File: config.mk
export PLATFORM = sky130hd
export DESIGN_NAME = icache_refill_ctrl_flat
export DESIGN_NICKNAME = d
export VERILOG_FILES = /design/src/rtl/icache_refill_ctrl_pkg.sv /design/src/rtl/icache_refill_ctrl_if.sv /design/src/rtl/icache_refill_ctrl_sat_counter.sv /design/src/rtl/icache_refill_ctrl.sv /design/src/flat_wrapper.sv
export SDC_FILE = /design/constraint.sdc
export NUM_CORES = 1
export LEC_CHECK = 0
export BUFFER_PORTS_ARGS = -buffer_cell sky130_fd_sc_hd__buf_2
export CAP_MARGIN = 20
export CORE_MARGIN = 2
export CORE_UTILIZATION = 41
export CTS_CLUSTER_SIZE = 25
export DETAILED_ROUTE_END_ITERATION = 7
export GPL_ROUTABILITY_DRIVEN = 0
export MAX_ROUTING_LAYER = met4
export PLACE_DENSITY_LB_ADDON = 0.15
export SLEW_MARGIN = 20
export SYNTH_ARGS = -nofsm -noshare
export SYNTH_HDL_FRONTEND = slang
export SYNTH_HIERARCHICAL = 1
export SYNTH_SLANG_ARGS = --single-unit
File: constraint.sdc
create_clock -name clock -period 5.9 [get_ports clock]
set_input_delay 0.885 -clock clock [delete_from_list [all_inputs] [get_ports clock]]
set_output_delay 0.885 -clock clock [all_outputs]
set_load 0.02 [all_outputs]
File: src/rtl/icache_refill_ctrl_pkg.sv
// Shared types and geometry for the instruction-cache refill path.
// Cache is direct-mapped, 8 lines of 128 bits, 25-bit tag.
package icache_pkg;

  localparam int FETCH_ADDR_W = 32;
  localparam int LINE_W       = 128;
  localparam int OFFSET_BITS  = 4;
  localparam int INDEX_BITS   = 3;
  localparam int TAG_BITS     = 25;

  typedef enum logic [2:0] {
    S_IDLE,
    S_CHECK,
    S_REQ,
    S_FILL,
    S_RELOOK
  } state_t;

  function automatic logic [FETCH_ADDR_W-1:0] line_align(input logic [FETCH_ADDR_W-1:0] a);
    return {a[FETCH_ADDR_W-1:OFFSET_BITS], {OFFSET_BITS{1'b0}}};
  endfunction

endpackage

File: src/rtl/icache_refill_ctrl_if.sv
// Memory read handshake plus cache fill port between the refill controller,
// instruction memory and the cache data/tag arrays.
interface icache_refill_ctrl_if;
  import icache_pkg::*;

  logic                    mem_req;
  logic [FETCH_ADDR_W-1:0] mem_addr;
  logic                    mem_ready;
  logic [LINE_W-1:0]       mem_data;
  logic                    fill_valid;
  logic [FETCH_ADDR_W-1:0] fill_addr;
  logic [LINE_W-1:0]       fill_data;

  modport master (
    output mem_req, mem_addr, fill_valid, fill_addr, fill_data,
    input  mem_ready, mem_data
  );

  modport slave (
    input  mem_req, mem_addr, fill_valid, fill_addr, fill_data,
    output mem_ready, mem_data
  );

endinterface

File: src/rtl/icache_refill_ctrl_sat_counter.sv
// Saturating up-counter with synchronous reset; holds at all-ones.
module sat_counter #(
  parameter int W = 8
) (
  input  logic         clock,
  input  logic         reset,
  input  logic         inc,
  output logic [W-1:0] count
);

  always_ff @(posedge clock) begin
    if (reset) begin
      count <= '0;
    end else if (inc && (count != '1)) begin
      count <= count + W'(1);
    end
  end

endmodule

File: src/rtl/icache_refill_ctrl.sv
// Stalls the PC on an I-cache miss, fetches the aligned line from memory,
// fills the cache and releases the stall once the re-lookup hits.
module icache_refill_ctrl
  import icache_pkg::*;
#(
  parameter int TIMEOUT = 64,
  parameter int CNT_W   = 16
) (
  input  logic                    clock,
  input  logic                    reset,
  input  logic                    fetch_valid,
  input  logic [FETCH_ADDR_W-1:0] fetch_addr,
  input  logic                    cache_hit,
  output logic                    stall,
  output logic                    instr_valid,
  icache_refill_ctrl_if.master    bus,
  output logic [CNT_W-1:0]        miss_count,
  output logic                    mem_error
);

  localparam int WAIT_W = $clog2(TIMEOUT + 1);

  state_t                  state, state_nxt;
  logic [FETCH_ADDR_W-1:0] addr_q, miss_addr;
  logic                    valid_q;
  logic [LINE_W-1:0]       line_q;
  logic [WAIT_W-1:0]       wait_cnt;
  logic                    miss, timeout, req, fill;

  assign miss    = (state == S_CHECK) && valid_q && !cache_hit;
  assign timeout = (state == S_REQ) && !bus.mem_ready && (wait_cnt == WAIT_W'(TIMEOUT - 1));

  always_ff @(posedge clock) begin
    if (reset) state <= S_IDLE;
    else       state <= state_nxt;
  end

  always_comb begin
    state_nxt = state;
    case (state)
      S_IDLE:   if (fetch_valid) state_nxt = S_CHECK;
      S_CHECK: begin
        if (miss)                            state_nxt = S_REQ;
        else if (!valid_q && !fetch_valid)   state_nxt = S_IDLE;
      end
      S_REQ: begin
        if (bus.mem_ready) state_nxt = S_FILL;
        else if (timeout)  state_nxt = S_IDLE;
      end
      S_FILL:   state_nxt = S_RELOOK;
      S_RELOOK: state_nxt = S_CHECK;
      default:  state_nxt = S_IDLE;
    endcase
  end

  always_comb begin
    stall       = 1'b0;
    instr_valid = 1'b0;
    req         = 1'b0;
    fill        = 1'b0;
    case (state)
      S_CHECK: begin
        stall       = miss;
        instr_valid = valid_q && cache_hit;
      end
      S_REQ: begin
        stall = 1'b1;
        req   = 1'b1;
      end
      S_FILL: begin
        stall = 1'b1;
        fill  = 1'b1;
      end
      S_RELOOK: stall = 1'b1;
      default: ;
    endcase
  end

  assign bus.mem_req    = req;
  assign bus.mem_addr   = req  ? miss_addr : '0;
  assign bus.fill_valid = fill;
  assign bus.fill_addr  = fill ? miss_addr : '0;
  assign bus.fill_data  = fill ? line_q    : '0;

  // addr_q freezes while stalled so the re-lookup targets the missing line
  always_ff @(posedge clock) begin
    if (reset) begin
      addr_q    <= '0;
      valid_q   <= 1'b0;
      miss_addr <= '0;
      line_q    <= '0;
      mem_error <= 1'b0;
    end else begin
      if (!stall) begin
        addr_q  <= fetch_addr;
        valid_q <= fetch_valid;
      end
      if (miss)                            miss_addr <= line_align(addr_q);
      if ((state == S_REQ) && bus.mem_ready) line_q  <= bus.mem_data;
      if (timeout)                         mem_error <= 1'b1;
    end
  end

  sat_counter #(.W(CNT_W)) u_miss_cnt (
    .clock (clock),
    .reset (reset),
    .inc   (miss),
    .count (miss_count)
  );

  // Held clear outside REQ, so it counts from 0 on the first REQ cycle
  sat_counter #(.W(WAIT_W)) u_wait_cnt (
    .clock (clock),
    .reset (reset || (state != S_REQ)),
    .inc   (state == S_REQ),
    .count (wait_cnt)
  );

endmodule

File: src/flat_wrapper.sv
// flat-port wrapper written by rule: the top's interface ports become plain ports
module icache_refill_ctrl_flat import icache_pkg::*;
#(
  parameter int TIMEOUT = 64,
  parameter int CNT_W   = 16
)
  (clock, reset, fetch_valid, fetch_addr, cache_hit, stall, instr_valid, miss_count, mem_error, bus_mem_req, bus_mem_addr, bus_fill_valid, bus_fill_addr, bus_fill_data, bus_mem_ready, bus_mem_data);
  icache_refill_ctrl_if bus_i ();
  input  logic clock;
  input  logic reset;
  input  logic fetch_valid;
  input  logic [FETCH_ADDR_W-1:0] fetch_addr;
  input  logic cache_hit;
  output logic stall;
  output logic instr_valid;
  output logic [CNT_W-1:0] miss_count;
  output logic mem_error;
  output wire logic [$bits(bus_i.mem_req)-1:0] bus_mem_req;
  output wire logic [$bits(bus_i.mem_addr)-1:0] bus_mem_addr;
  output wire logic [$bits(bus_i.fill_valid)-1:0] bus_fill_valid;
  output wire logic [$bits(bus_i.fill_addr)-1:0] bus_fill_addr;
  output wire logic [$bits(bus_i.fill_data)-1:0] bus_fill_data;
  input wire logic [$bits(bus_i.mem_ready)-1:0] bus_mem_ready;
  input wire logic [$bits(bus_i.mem_data)-1:0] bus_mem_data;
  assign bus_mem_req = bus_i.mem_req;
  assign bus_mem_addr = bus_i.mem_addr;
  assign bus_fill_valid = bus_i.fill_valid;
  assign bus_fill_addr = bus_i.fill_addr;
  assign bus_fill_data = bus_i.fill_data;
  assign bus_i.mem_ready = bus_mem_ready;
  assign bus_i.mem_data = bus_mem_data;
  icache_refill_ctrl #(.TIMEOUT(TIMEOUT), .CNT_W(CNT_W)) u_core (.clock(clock), .reset(reset), .fetch_valid(fetch_valid), .fetch_addr(fetch_addr), .cache_hit(cache_hit), .stall(stall), .instr_valid(instr_valid), .bus(bus_i), .miss_count(miss_count), .mem_error(mem_error));
endmodule
==> results by group <==
Status
  • Outcome: complete, no violations

STA
  • Hold_ws: 0.446 ns
  • Final Worst Setup Slack: 1.97 ns
  • Number of max-slew violations in the final report: 0
  • Maximum frequency from static timing analysis: 255 MHz
  • RSZ-0062 raised after global routing: false
  • Total setup violations reported at the end of the flow: 0
  • Clock tree skew after final layout: 0.0150 ns
  • TNS Setup: 0 ns
  • Final-report hold violation count: 0
  • Pin slew with the least headroom to its limit: 1.09 ns
  • Relative slew margins: 27.0%
  • Clock period minus final worst setup slack: 3.93 ns
  • Final Cycle Share: 66.5%

Route
  • Final Routed Wirelength: 28.7 mm
  • Post-route antenna net violation count: 0
  • Highest metal layer with signal wires: met4
  • Sum of met2 wire segment lengths after detailed routing: 14.0 mm
  • Number of search-and-repair iterations in the first detailed-routing pass: 5
  • Wl on met1: 12.2 mm
  • Vias: 9,366
  • Count of routing violations after the opening detailed-route iteration: 640
  • Routed vias/inst: 5.01
  • Met3 Wirelength: 1.78 mm
  • Average wire per cell in the routed design: 15.3 um
  • Drc violations: 0

Clocking
  • Count of clock tree sinks: 212
  • H-tree level count: 1
  • Post-CTS repair timing setup buffer count: 0
  • Number of instances resized during post-cts repair: 0
  • Buffer levels on the longest clock path: 3
  • CTS tree: done
  • Buffer type at the clock tree root: clkbuf_16
  • Number of buffers inserted for hold repair after clock tree synthesis: 0
  • Clk_lat worst skew: 0.51 ns
  • Worst-path clk slew: 0.05 ns
  • Number of buffers inserted during clock tree synthesis: 24

Placement
  • Setup slack at placement: 2.48 ns
  • Placed Instance Area: 11,600 um^2
  • Total instance count after detailed placement: 1,825
  • I/O Buffers: 365
  • Detailed placement HPWL: 18.5 mm

Layout
  • Fraction of final layout cells with drive strength greater than 1: 27.6%
  • Post-Layout Cell Count: 1,870
  • Area grow syn2layout: 27.5%
  • Filler instances: 2,344
  • Most frequent standard cell in the layout excluding fill and tap cells: buf_2
  • Final layout net count: 1,700
  • Footprint of the multi-input gates: 4970 um^2
  • Commonest cells after routing, fill and taps aside: buf_2 (364), nand2_1 (266), dfxtp_1 (211)
  • Seq. cell area: 4250 um^2
  • Post-Layout Inst Area: 12,400 um^2

Setup path
  • R2r worst-path depth: 7
  • Worst Setup Path Type: flop to output port
  • Category of the worst setup path launch point: flop
  • WP data required: 5.02 ns
  • Endpoint kind of the worst setup timing path: output port
  • Arr. time, crit path: 3.04 ns
  • Top fanout value on the critical path: 87

Synth
  • Count of state elements after synthesis: 212
  • EDFF count, synth: 0
  • Synthesized area divided by synthesized cell count: 7.81 um^2
  • Sequential area share after synthesis: 43.8%
  • Unique masters post-synth: 56
  • Cells after synthesis: 1,242
  • Synthesized area: 9690 um^2
  • Prevailing post-synth register cell: dfxtp_1
  • Yosys synthesis warning count: 6
  • Fraction of registers with async set/reset: 0%

Floorplan
  • Full die area: 24,900 um^2
  • I/O Pins: 378
  • CORE AREA: 23,300 um^2
  • Effective utilization at floorplan: 41.5%
  • Floorplan die height: 158 um
  • Die Span X: 158 um
  • Row count: 56

Min path
  • Worst hold path class: flop to flop
  • Instance count along the most critical hold path: 2

Job
  • Max-cap check violation count: 0

GRT
  • Residual overflow from global routing: 0
  • Total track usage: 22.2%
  • Wire length of the first global-routing pass: 44.0 mm
  • Number of global-route vias before repair: 8,468
  • Initial antenna violation count: 2
  • Largest net degree at the start of global routing: 120

Pwr
  • Power per standard cell area: 250 nW/um^2
  • Leakage: 5.31 nW
  • IR Drop Worst-Case VDD: 0.199 mV
worst paths after layout:
check | start | end | slack [ns]
min reg2reg | u_core/line_q[61] | u_core/line_q[61] | 0.45
max | u_core/state[0] | bus_fill_data[84] | 1.97
min | u_core/line_q[61] | u_core/line_q[61] | 0.45
max reg2reg | u_core/state[2] | u_core/u_miss_cnt/count[11] | 3.00
power breakdown:
group	internal, mW	total [mW]	leakage [nW]	switching, mW
logic	0.0729	0.179	3.22	0.106
clock network	0.859	1.43	0.378	0.576
registers	1.46	1.47	1.72	0.0163
cells in the mapped netlist, types with 4 or more instances:
library cell,number,area [um^2]
o21ai_0,32,160
nand4_1,4,25.0
or4b_1,17,170
a21oi_1,166,831
buf_2,34,170
o31ai_1,6,45.0
clkbuf_1,69,259
nand3_1,73,365
a31oi_1,33,206
o211ai_1,28,210
inv_1,5,18.8
buf_4,8,60.1
nand2b_1,4,25.0
buf_1,7,26.3
nor2_1,13,48.8
or4_1,7,52.6
dfxtp_1,212,4240
nor3_1,6,30.0
and2_1,185,1160
nor2b_1,6,37.5
nand2_1,266,998
through the flow:
stage | util (%) | power [mW]
6_report | 53.0 | 3.09
5_1_grt | 53.0 | 3.21
4_1_cts | 52.9 | 3.13
3_5_place_dp | 49.6 | 1.68
3_3_place_gp | 49.6 | 1.68
2_1_floorplan | - | 1.60
state kept, by name (all words and copies together) (netlist names):
register                 count
u_core/line_q              128
u_core/miss_addr            28
u_core/valid_q               1
u_core/mem_error             1
u_core/u_wait_cnt/count      7
u_core/u_miss_cnt/count     16
u_core/addr_q               28
u_core/state                 3
area by class of cell:
| type | instances | area share (%) |
|---|---|---|
| diodes | 2 | 0.0405 |
| flip-flops and latches | 212 | 34.4 |
| clock buffers | 39 | 6.06 |
| well taps | 319 | 3.23 |
| inverters | 5 | 0.152 |
| clock inverters | 3 | 0.122 |
| multi-input cells | 911 | 40.2 |
| repair buffers | 379 | 15.8 |
worst max-delay path: stages (launching register included):
cell	delay, ns
dfxtp_1	0.62
and3b_4	0.88
buf_4	0.62
and2_1	0.22
buf_2	0.18
per-layer routing:
metal | global-route usage (%) | vias up
met5 | - | -
met4 | 5.58 | 0
met3 | 3.72 | 40
met2 | 38.0 | 302
met1 | 27.1 | 4251
li1 | - | 4773
cell families (layout without fill, tap and decap cells):
logic type / after synthesis / count (layout) / synth area share, %
simple gates: 611 / 611 / 32.8
compound gates: 281 / 281 / 16.4
flops: 212 / 212 / 43.8
buf+inv: 126 / 426 / 5.86
mux: 7 / 7 / 0.774
fa+ha+maj: 2 / 2 / 0.258
xor+xnor: 2 / 2 / 0.181
other cells: 1 / 10 / 0.0387
No activity file was read; power rests on OpenSTA's default activity.
